`config.mk`:
```
export PLATFORM = sky130hd
export DESIGN_NAME = lcd_driver_window_flat
export DESIGN_NICKNAME = d
export VERILOG_FILES = /design/src/rtl/lcd_driver_window_if.sv /design/src/rtl/lcd_driver_window.sv /design/src/flat_wrapper.sv
export SDC_FILE = /design/constraint.sdc
export NUM_CORES = 1
export LEC_CHECK = 0
export ABC_AREA = 1
export CAP_MARGIN = 10
export CORE_MARGIN = 2
export CORE_UTILIZATION = 55
export DETAILED_ROUTE_END_ITERATION = 7
export GPL_TIMING_DRIVEN = 0
export PLACE_DENSITY = 0.82
export SLEW_MARGIN = 20
export SYNTH_ARGS = -nofsm -noshare
export SYNTH_HDL_FRONTEND = slang
export SYNTH_SLANG_ARGS = --single-unit
```
`constraint.sdc`:
```
create_clock -name clk -period 5.69 [get_ports clk]
set_clock_uncertainty 0.15 [all_clocks]
set_input_delay 1.138 -clock clk [delete_from_list [all_inputs] [get_ports clk]]
set_output_delay 1.138 -clock clk [all_outputs]
set_load 0.02 [all_outputs]
```
`src/rtl/lcd_driver_window_if.sv`:
```
// Bundles the configuration port and the panel/pixel-request port of lcd_driver_window.
// The master side is the timing generator; the slave side is the system (config + frame buffer).
interface lcd_driver_window_if #(
    parameter int unsigned DATA_W  = 24,
    parameter int unsigned COORD_W = 11
);
    logic [COORD_W-1:0] cfg_x_start;
    logic [COORD_W-1:0] cfg_y_start;
    logic [COORD_W-1:0] cfg_x_size;
    logic [COORD_W-1:0] cfg_y_size;
    logic [DATA_W-1:0]  cfg_bg_color;
    logic               cfg_update;
    logic               cfg_pending;
    logic               lcd_dclk;
    logic               lcd_hs;
    logic               lcd_vs;
    logic               lcd_de;
    logic               lcd_blank;
    logic [DATA_W-1:0]  lcd_rgb;
    logic               lcd_request;
    logic [COORD_W-1:0] lcd_xpos;
    logic [COORD_W-1:0] lcd_ypos;
    logic [DATA_W-1:0]  lcd_data;
    logic               frame_start;
    logic               line_start;

    modport master (
        input  cfg_x_start, cfg_y_start, cfg_x_size, cfg_y_size, cfg_bg_color, cfg_update,
        input  lcd_data,
        output cfg_pending, lcd_dclk, lcd_hs, lcd_vs, lcd_de, lcd_blank, lcd_rgb,
        output lcd_request, lcd_xpos, lcd_ypos, frame_start, line_start
    );

    modport slave (
        output cfg_x_start, cfg_y_start, cfg_x_size, cfg_y_size, cfg_bg_color, cfg_update,
        output lcd_data,
        input  cfg_pending, lcd_dclk, lcd_hs, lcd_vs, lcd_de, lcd_blank, lcd_rgb,
        input  lcd_request, lcd_xpos, lcd_ypos, frame_start, line_start
    );
endinterface

```
`src/rtl/lcd_driver_window.sv`:
```
// RGB LCD timing generator with a double-buffered display window. Pixel requests lead the
// display by REQ_AHEAD cycles; active pixels outside the window show the background colour.
module lcd_driver_window #(
    parameter int unsigned H_SYNC      = 128,
    parameter int unsigned H_BACK      = 88,
    parameter int unsigned H_DISP      = 1024,
    parameter int unsigned H_FRONT     = 40,
    parameter int unsigned V_SYNC      = 4,
    parameter int unsigned V_BACK      = 23,
    parameter int unsigned V_DISP      = 600,
    parameter int unsigned V_FRONT     = 1,
    parameter int unsigned DATA_W      = 24,
    parameter int unsigned COORD_W     = 11,
    parameter int unsigned REQ_AHEAD   = 1,
    parameter logic        HS_POL      = 1'b0,
    parameter logic        VS_POL      = 1'b0,
    parameter int unsigned X_START_RST = 192,
    parameter int unsigned Y_START_RST = 60,
    parameter int unsigned X_SIZE_RST  = 640,
    parameter int unsigned Y_SIZE_RST  = 480
) (
    input logic                 clk,
    input logic                 rst_n,
    lcd_driver_window_if.master bus
);

    typedef logic [COORD_W-1:0] coord_t;
    typedef logic [COORD_W:0]   wide_t;

    localparam int unsigned H_TOTAL = H_SYNC + H_BACK + H_DISP + H_FRONT;
    localparam int unsigned V_TOTAL = V_SYNC + V_BACK + V_DISP + V_FRONT;
    localparam int unsigned HA      = H_SYNC + H_BACK;
    localparam int unsigned VA      = V_SYNC + V_BACK;

    localparam coord_t HLast   = coord_t'(H_TOTAL - 1);
    localparam coord_t VLast   = coord_t'(V_TOTAL - 1);
    localparam coord_t HSyncC  = coord_t'(H_SYNC);
    localparam coord_t VSyncC  = coord_t'(V_SYNC);
    localparam coord_t HaC     = coord_t'(HA);
    localparam coord_t HaEndC  = coord_t'(HA + H_DISP);
    localparam coord_t VaC     = coord_t'(VA);
    localparam coord_t VaEndC  = coord_t'(VA + V_DISP);
    localparam wide_t  HaW     = wide_t'(HA);
    localparam wide_t  VaW     = wide_t'(VA);
    localparam wide_t  HDispW  = wide_t'(H_DISP);
    localparam wide_t  VDispW  = wide_t'(V_DISP);
    localparam wide_t  ReqW    = wide_t'(REQ_AHEAD);

    coord_t hcnt_q, hcnt_d, vcnt_q, vcnt_d;
    logic   frame_end, apply;

    coord_t act_xs_q, act_ys_q, act_xw_q, act_yh_q;
    coord_t pnd_xs_q, pnd_ys_q, pnd_xw_q, pnd_yh_q;
    coord_t xs_d, ys_d, xw_d, yh_d;
    logic   pending_q;

    logic   hs_q, vs_q, de_q, blank_q, fstart_q, lstart_q;
    logic   req_q, req_d;
    coord_t xpos_q, xpos_d, ypos_q, ypos_d;
    logic   win_dly;

    wide_t  x_sum, x_end, y_sum, y_end, h_pos, v_pos;
    logic   h_hit, v_hit;

    // Next counter values and the window set that will be live once they are reached.
    always_comb begin
        frame_end = (hcnt_q == HLast) && (vcnt_q == VLast);
        hcnt_d    = hcnt_q + coord_t'(1);
        vcnt_d    = vcnt_q;
        if (hcnt_q == HLast) begin
            hcnt_d = '0;
            vcnt_d = (vcnt_q == VLast) ? '0 : vcnt_q + coord_t'(1);
        end
        apply = frame_end && pending_q;
        xs_d  = apply ? pnd_xs_q : act_xs_q;
        ys_d  = apply ? pnd_ys_q : act_ys_q;
        xw_d  = apply ? pnd_xw_q : act_xw_q;
        yh_d  = apply ? pnd_yh_q : act_yh_q;
    end

    // Window hit test for the position REQ_AHEAD cycles ahead; one extra bit so nothing wraps.
    always_comb begin
        x_sum  = {1'b0, xs_d} + {1'b0, xw_d};
        x_end  = (x_sum > HDispW) ? HDispW : x_sum;
        y_sum  = {1'b0, ys_d} + {1'b0, yh_d};
        y_end  = (y_sum > VDispW) ? VDispW : y_sum;
        h_pos  = {1'b0, hcnt_d} + ReqW;
        v_pos  = {1'b0, vcnt_d};
        h_hit  = (h_pos >= HaW) && ((h_pos - HaW) >= {1'b0, xs_d}) && ((h_pos - HaW) < x_end);
        v_hit  = (v_pos >= VaW) && ((v_pos - VaW) >= {1'b0, ys_d}) && ((v_pos - VaW) < y_end);
        req_d  = h_hit && v_hit;
        xpos_d = '0;
        ypos_d = '0;
        if (req_d) begin
            xpos_d = coord_t'(h_pos - HaW - {1'b0, xs_d});
            ypos_d = coord_t'(v_pos - VaW - {1'b0, ys_d});
        end
    end

    // Counters and registered timing outputs, decoded from the next counter values.
    always_ff @(posedge clk or negedge rst_n) begin
        if (!rst_n) begin
            hcnt_q   <= '0;
            vcnt_q   <= '0;
            hs_q     <= HS_POL;
            vs_q     <= VS_POL;
            de_q     <= 1'b0;
            blank_q  <= 1'b0;
            fstart_q <= 1'b0;
            lstart_q <= 1'b0;
            req_q    <= 1'b0;
            xpos_q   <= '0;
            ypos_q   <= '0;
        end else begin
            hcnt_q   <= hcnt_d;
            vcnt_q   <= vcnt_d;
            hs_q     <= (hcnt_d < HSyncC) ? HS_POL : ~HS_POL;
            vs_q     <= (vcnt_d < VSyncC) ? VS_POL : ~VS_POL;
            de_q     <= (hcnt_d >= HaC) && (hcnt_d < HaEndC) && (vcnt_d >= VaC) &&
                        (vcnt_d < VaEndC);
            blank_q  <= !((hcnt_d < HSyncC) || (vcnt_d < VSyncC));
            fstart_q <= (hcnt_d == '0) && (vcnt_d == '0);
            lstart_q <= (hcnt_d == '0);
            req_q    <= req_d;
            xpos_q   <= xpos_d;
            ypos_q   <= ypos_d;
        end
    end

    // Pending/active window sets; the pending set is promoted only at the frame-end cycle.
    always_ff @(posedge clk or negedge rst_n) begin
        if (!rst_n) begin
            act_xs_q  <= coord_t'(X_START_RST);
            act_ys_q  <= coord_t'(Y_START_RST);
            act_xw_q  <= coord_t'(X_SIZE_RST);
            act_yh_q  <= coord_t'(Y_SIZE_RST);
            pnd_xs_q  <= coord_t'(X_START_RST);
            pnd_ys_q  <= coord_t'(Y_START_RST);
            pnd_xw_q  <= coord_t'(X_SIZE_RST);
            pnd_yh_q  <= coord_t'(Y_SIZE_RST);
            pending_q <= 1'b0;
        end else begin
            act_xs_q <= xs_d;
            act_ys_q <= ys_d;
            act_xw_q <= xw_d;
            act_yh_q <= yh_d;
            if (bus.cfg_update) begin
                pnd_xs_q  <= bus.cfg_x_start;
                pnd_ys_q  <= bus.cfg_y_start;
                pnd_xw_q  <= bus.cfg_x_size;
                pnd_yh_q  <= bus.cfg_y_size;
                pending_q <= 1'b1;
            end else if (frame_end) begin
                pending_q <= 1'b0;
            end
        end
    end

    // Align the window flag with the returned pixel data.
    if (REQ_AHEAD == 0) begin : g_dly
        assign win_dly = req_q;
    end else begin : g_dly
        logic [REQ_AHEAD-1:0] dly_q;
        // Shift the request flag along with the frame-buffer latency.
        always_ff @(posedge clk or negedge rst_n) begin
            if (!rst_n) begin
                dly_q <= '0;
            end else begin
                dly_q[0] <= req_q;
                for (int i = 1; i < int'(REQ_AHEAD); i++) begin
                    dly_q[i] <= dly_q[i-1];
                end
            end
        end
        assign win_dly = dly_q[REQ_AHEAD-1];
    end

    assign bus.cfg_pending = pending_q;
    assign bus.lcd_dclk    = clk;
    assign bus.lcd_hs      = hs_q;
    assign bus.lcd_vs      = vs_q;
    assign bus.lcd_de      = de_q;
    assign bus.lcd_blank   = blank_q;
    assign bus.lcd_request = req_q;
    assign bus.lcd_xpos    = xpos_q;
    assign bus.lcd_ypos    = ypos_q;
    assign bus.frame_start = fstart_q;
    assign bus.line_start  = lstart_q;
    // Pixel data is passed straight through so it lines up with the request latency.
    assign bus.lcd_rgb     = !de_q   ? {DATA_W{1'b0}} :
                             win_dly ? bus.lcd_data   : bus.cfg_bg_color;

endmodule
```
`src/flat_wrapper.sv`:
```
// flat-port wrapper written by rule: the top's interface ports become plain ports
module lcd_driver_window_flat 
#(
    parameter int unsigned H_SYNC      = 128,
    parameter int unsigned H_BACK      = 88,
    parameter int unsigned H_DISP      = 1024,
    parameter int unsigned H_FRONT     = 40,
    parameter int unsigned V_SYNC      = 4,
    parameter int unsigned V_BACK      = 23,
    parameter int unsigned V_DISP      = 600,
    parameter int unsigned V_FRONT     = 1,
    parameter int unsigned DATA_W      = 24,
    parameter int unsigned COORD_W     = 11,
    parameter int unsigned REQ_AHEAD   = 1,
    parameter logic        HS_POL      = 1'b0,
    parameter logic        VS_POL      = 1'b0,
    parameter int unsigned X_START_RST = 192,
    parameter int unsigned Y_START_RST = 60,
    parameter int unsigned X_SIZE_RST  = 640,
    parameter int unsigned Y_SIZE_RST  = 480
)
  (clk, rst_n, bus_cfg_x_start, bus_cfg_y_start, bus_cfg_x_size, bus_cfg_y_size, bus_cfg_bg_color, bus_cfg_update, bus_lcd_data, bus_cfg_pending, bus_lcd_dclk, bus_lcd_hs, bus_lcd_vs, bus_lcd_de, bus_lcd_blank, bus_lcd_rgb, bus_lcd_request, bus_lcd_xpos, bus_lcd_ypos, bus_frame_start, bus_line_start);
  lcd_driver_window_if #(.DATA_W(DATA_W), .COORD_W(COORD_W)) bus_i ();
  input logic clk;
  input logic rst_n;
  input wire logic [$bits(bus_i.cfg_x_start)-1:0] bus_cfg_x_start;
  input wire logic [$bits(bus_i.cfg_y_start)-1:0] bus_cfg_y_start;
  input wire logic [$bits(bus_i.cfg_x_size)-1:0] bus_cfg_x_size;
  input wire logic [$bits(bus_i.cfg_y_size)-1:0] bus_cfg_y_size;
  input wire logic [$bits(bus_i.cfg_bg_color)-1:0] bus_cfg_bg_color;
  input wire logic [$bits(bus_i.cfg_update)-1:0] bus_cfg_update;
  input wire logic [$bits(bus_i.lcd_data)-1:0] bus_lcd_data;
  output wire logic [$bits(bus_i.cfg_pending)-1:0] bus_cfg_pending;
  output wire logic [$bits(bus_i.lcd_dclk)-1:0] bus_lcd_dclk;
  output wire logic [$bits(bus_i.lcd_hs)-1:0] bus_lcd_hs;
  output wire logic [$bits(bus_i.lcd_vs)-1:0] bus_lcd_vs;
  output wire logic [$bits(bus_i.lcd_de)-1:0] bus_lcd_de;
  output wire logic [$bits(bus_i.lcd_blank)-1:0] bus_lcd_blank;
  output wire logic [$bits(bus_i.lcd_rgb)-1:0] bus_lcd_rgb;
  output wire logic [$bits(bus_i.lcd_request)-1:0] bus_lcd_request;
  output wire logic [$bits(bus_i.lcd_xpos)-1:0] bus_lcd_xpos;
  output wire logic [$bits(bus_i.lcd_ypos)-1:0] bus_lcd_ypos;
  output wire logic [$bits(bus_i.frame_start)-1:0] bus_frame_start;
  output wire logic [$bits(bus_i.line_start)-1:0] bus_line_start;
  assign bus_i.cfg_x_start = bus_cfg_x_start;
  assign bus_i.cfg_y_start = bus_cfg_y_start;
  assign bus_i.cfg_x_size = bus_cfg_x_size;
  assign bus_i.cfg_y_size = bus_cfg_y_size;
  assign bus_i.cfg_bg_color = bus_cfg_bg_color;
  assign bus_i.cfg_update = bus_cfg_update;
  assign bus_i.lcd_data = bus_lcd_data;
  assign bus_cfg_pending = bus_i.cfg_pending;
  assign bus_lcd_dclk = bus_i.lcd_dclk;
  assign bus_lcd_hs = bus_i.lcd_hs;
  assign bus_lcd_vs = bus_i.lcd_vs;
  assign bus_lcd_de = bus_i.lcd_de;
  assign bus_lcd_blank = bus_i.lcd_blank;
  assign bus_lcd_rgb = bus_i.lcd_rgb;
  assign bus_lcd_request = bus_i.lcd_request;
  assign bus_lcd_xpos = bus_i.lcd_xpos;
  assign bus_lcd_ypos = bus_i.lcd_ypos;
  assign bus_frame_start = bus_i.frame_start;
  assign bus_line_start = bus_i.line_start;
  lcd_driver_window #(.H_SYNC(H_SYNC), .H_BACK(H_BACK), .H_DISP(H_DISP), .H_FRONT(H_FRONT), .V_SYNC(V_SYNC), .V_BACK(V_BACK), .V_DISP(V_DISP), .V_FRONT(V_FRONT), .DATA_W(DATA_W), .COORD_W(COORD_W), .REQ_AHEAD(REQ_AHEAD), .HS_POL(HS_POL), .VS_POL(VS_POL), .X_START_RST(X_START_RST), .Y_START_RST(Y_START_RST), .X_SIZE_RST(X_SIZE_RST), .Y_SIZE_RST(Y_SIZE_RST)) u_core (.clk(clk), .rst_n(rst_n), .bus(bus_i));
endmodule
```
# --- After elaboration in Yosys (flattened, before gate mapping) ---
# Cells that the tools add are included.
word_totals:
  reg_bits: 141
  input_bits: 95
op_classes:
  n_addsub: 9
  muxes: 17
  eq_ne: 2
  n_lt_le_gt_ge: 14
  reduce_logical: 16
ops:
  columns: ["cell", "n"]
  rows:
  - ["11-bit two-way mux", 9]
  - ["24-bit two-way mux", 2]
  - ["11-bit by 11-bit adder with 12-bit output", 2]
  - ["12-bit by 11-bit greater-or-equal comparator with 1-bit output", 2]
  - ["12-bit < comparator", 2]
  - ["12-bit two-way mux", 2]
  - ["11-bit by 1-bit adder with 11-bit output, second input constant", 2]
  - ["11-bit by 5-bit greater-or-equal comparator with 1-bit output, second input constant", 2]
  - ["11-bit zero test", 2]
  - ["11-bit subtractor", 2]
  - ["11-bit by 1-bit adder with 12-bit output, second input constant", 1]
  - ["12-bit by 8-bit greater-or-equal comparator with 1-bit output, second input constant", 1]
  - ["12-bit by 10-bit greater-than comparator with 1-bit output, second input constant", 1]
  - ["12-bit by 11-bit greater-than comparator with 1-bit output, second input constant", 1]
  - ["11-bit by 5-bit subtractor with 12-bit output, second input constant", 1]
  - ["12-bit by 8-bit subtractor with 12-bit output, second input constant", 1]
  - ["11-bit by 10-bit equality test with 1-bit output, second input constant", 1]
  - ["11-bit equality test, second input constant", 1]
  - ["11-bit by 8-bit greater-or-equal comparator with 1-bit output, second input constant", 1]
  - ["1-bit logical AND", 11]
  - ["11-bit by 10-bit < comparator with 1-bit output, second input constant", 1]
  - ["11-bit < comparator, second input constant", 1]
  - ["11-bit by 3-bit < comparator with 1-bit output, second input constant", 1]
  - ["11-bit by 8-bit < comparator with 1-bit output, second input constant", 1]
  - ["4 further kinds", 7]

# --- Logic depth before layout (Yosys ltp) ---
depth:
  ltp_word: 11
  ltp_mapped: 42
  mapped_depth_nobuf: 40

==> results_dict.tcl <==
set metrics [dict create \
    status "finished clean" \
    fin_area_um2 12400 \
    die_width_um 134 \
    port_buffers 149 \
    multi_input_area_um2 5340 \
    hold_violations 0 \
    num_antenna_cells 0 \
    synth.most_common_cell "nand2_1" \
    rr_worst_depth 33 \
    synth.top_cell.area_share_pct 31.3 \
    cp-start-kind "flop" \
    grt_overflow_total 0 \
    drtIter0Drc 549 \
    maxUsedRoutingLayer "met4" \
    ant_nets 0 \
    setup_viol 0 \
    ys.flop_type "dfrtp_1" \
    n_fill_cell 1241 \
    cp-startpoint "u_core.hcnt_q[1]" \
    slew_headroom_pct 47.9 \
    arrival_ns 5.77 \
    drv_cap 0 \
    gp_congestion 0.952 \
    cp_max_fo 10 \
    rows 47 \
    critPathKind "reg -> reg" \
    worst_setup_path_end_kind "flop" \
    grt_pass1_wl_mm 40.0 \
    async_reset_ff_share_pct 100 \
    first_pass_iters 5 \
    io_pins 150 \
    synth_area_um2 9340 \
    drive_above_1_share_pct 15.4 \
    p_per_area_nw_per_um2 199 \
    r2r_start "u_core.hcnt_q[1]" \
    grt_pass1_vias 8183 \
    worst_r2r_endpoint "u_core.bus.lcd_xpos[2]" \
    vias 8815 \
    drt-total-wl_mm 26.0 \
    worstPathRequired_ns 6.01 \
    irDropWorstVdd_v 0.000288 \
    synthTopCellsByCount "309 x nand2_1, 168 x inv_1, 130 x nor2_1, 117 x dfrtp_1, 115 x o21ai_0" \
    finalPower_uw 2460 \
    avgViaCountPerCell 5.28 \
    yosysUniqueCellTypes 52 \
    wl_met1_mm 10.9 \
    seq_area_um2 3560 \
    seq_area_frac_synth_pct 38.1 \
    final_net_count 1606 \
    clk_pin_slew_ns 0.06 \
    setup.worst_path.end "u_core.bus.lcd_xpos[2]" \
    synth-edff-count 0 \
    critPathMaxStageDelay_ns 0.48 \
    ys_warn_count 0 \
    post_dp_cell_area_um2 11100 \
    worstMarginPinSlew_ns 0.782 \
    coreArea_um2 16600 \
    reg2reg_slack_ns 0.24 \
    clk_latency_ns 0.55 \
    wl_met3_mm 2.00 \
    slowest_stage "o21ai_0" \
    syn_area_per_cell_um2 7.54 \
    timing.fmax_mhz 183 \
    grt_usage_pct 28.4 \
    power.leakage_uw 0.00598 \
    post-route-period-util_pct 95.8 \
    dr_wl_met2_mm 12.5 \
    cts_tree "done" \
    die_h_um 134 \
    fin_crit_ns 5.45 \
    avgRoutedWirePerCell_um 15.6 \
    slew_viol_final 0 \
    synth_top_area_cell "dfrtp_1" \
    area_growth_pct 32.6 \
    grt_max_degree 105 \
    dieArea_um2 18000 \
    hold_class "reg -> reg" \
    start_util_pct 56.3 \
    syn_inst 1239 \
    ys_ff_latch 141 \
    antenna_found_initial 0 \
    drcViolationCount 0 \
    synth_area_leaders "dfrtp_1 31%, nand2_1 12%, ha_1 9.4%, dfstp_2 6.8%, inv_1 6.8%" \
    dpl.hpwl_mm 19.2 \
]
==> worst min path at each step <==
stage | from | end | slack, ns | depth (start not counted)
after floorplan | u_core.pnd_xs_q[2] | u_core.pnd_xs_q[2] | 0.29 | 2
after global placement | u_core.bus.lcd_request | u_core.g_dly.dly_q | 0.21 | 0
after detailed placement | u_core.bus.lcd_request | u_core.g_dly.dly_q | 0.21 | 0
after CTS | u_core.bus.lcd_request | u_core.g_dly.dly_q | 0.23 | 0
after global routing | u_core.bus.lcd_request | u_core.g_dly.dly_q | 0.24 | 0
final | u_core.bus.lcd_request | u_core.g_dly.dly_q | 0.23 | 0
==> where the power goes <==
group	internal [µW]	switching, µW	leakage (µW)
logic	73.8	70.6	0.00384
clock network	737	534	0.000337
registers	1040	12.0	0.00181
total	1850	617	0.00598
==> cell usage in the layout (no fill, tap or decap), types with 17 or more instances in the layout <==
master           count
nand2_1            302
inv_1              164
clkdlybuf4s50_1    148
nor2_1             126
dfrtp_1            117
o21ai_0             89
ha_1                61
nand3_1             41
xor2_1              36
a21oi_1             36
nor2_2              29
buf_4               26
dfstp_2             24
clkbuf_16           20
nand2_2             17
==> final cells by class <==
type	count	share of cell area, %
multi-input cells	900	43.1
flip-flops and latches	141	28.7
repair buffers	172	13.6
inverters	174	5.27
clock buffers	21	4.12
well taps	220	2.22
plain buffers	28	1.61
clock inverters	15	1.34
==> cell families after synthesis <==
| logic type | Yosys count | synth area share [%] |
|---|---|---|
| simple gates | 577 | 27.4 |
| buf+inv | 202 | 8.57 |
| compound gates | 193 | 11.0 |
| flops | 141 | 38.1 |
| fa+ha+maj | 73 | 10.0 |
| xor+xnor | 52 | 4.88 |
| other cells | 1 | 0.0401 |
==> through the flow <==
| step | setup WS [ns] | TNS [ns] | hold slack, ns | util [%] | std cells |
|---|---|---|---|---|---|
| floorplan | 0.583 | 0 | 0.287 | - | 1241 |
| global placement | -2.01 | -252.52 | 0.208 | 67.0 | 1610 |
| detailed placement | -0.689 | -14.53 | 0.213 | 67.2 | 1611 |
| CTS | 0.0238 | 0 | 0.228 | 72.1 | 1656 |
| global route | -0.111 | -1.87 | 0.236 | 74.7 | 1671 |
| finish | 0.239 | 0 | 0.226 | 74.7 | 1671 |
==> worst max-delay path, delay by kind of cell (launching register included) <==
kind	cells	cell delay (ns)
flops	1	0.41
simple gates	17	1.99
buf+inv	6	0.80
compound gates	7	1.29
fa+ha+maj	3	0.71
==> state kept, by name, indices dropped and copies added, names as in the netlist <==
| name | cells |
|---|---|
| u_core.act_xs_q | 11 |
| u_core.act_xw_q | 11 |
| u_core.act_yh_q | 11 |
| u_core.act_ys_q | 11 |
| u_core.bus.cfg_pending | 1 |
| u_core.bus.frame_start | 1 |
| u_core.bus.lcd_blank | 1 |
| u_core.bus.lcd_de | 1 |
| u_core.bus.lcd_hs | 1 |
| u_core.bus.lcd_request | 1 |
| u_core.bus.lcd_vs | 1 |
| u_core.bus.lcd_xpos | 11 |
| u_core.bus.lcd_ypos | 11 |
| u_core.bus.line_start | 1 |
| u_core.g_dly.dly_q | 1 |
| u_core.hcnt_q | 11 |
| u_core.pnd_xs_q | 11 |
| u_core.pnd_xw_q | 11 |
| u_core.pnd_yh_q | 11 |
| u_core.pnd_ys_q | 11 |
| u_core.vcnt_q | 11 |
==> what timing repair did <==
item / in CTS / in global routing
setup endpoints to repair: 23 / 23
gates resized for setup: 41 / 89
buffers inserted: 9 / 14
hold buffers: 0 / 0
pin swaps: 9 / 22
cloned: 1 / 1
==> routing by layer <==
layer	up-vias	global-route usage [%]
li1	4378	-
met5	-	0
met2	326	47.4
met4	0	11.3
met1	4059	36.0
met3	52	6.27
Power figures use the tool's default switching activity.
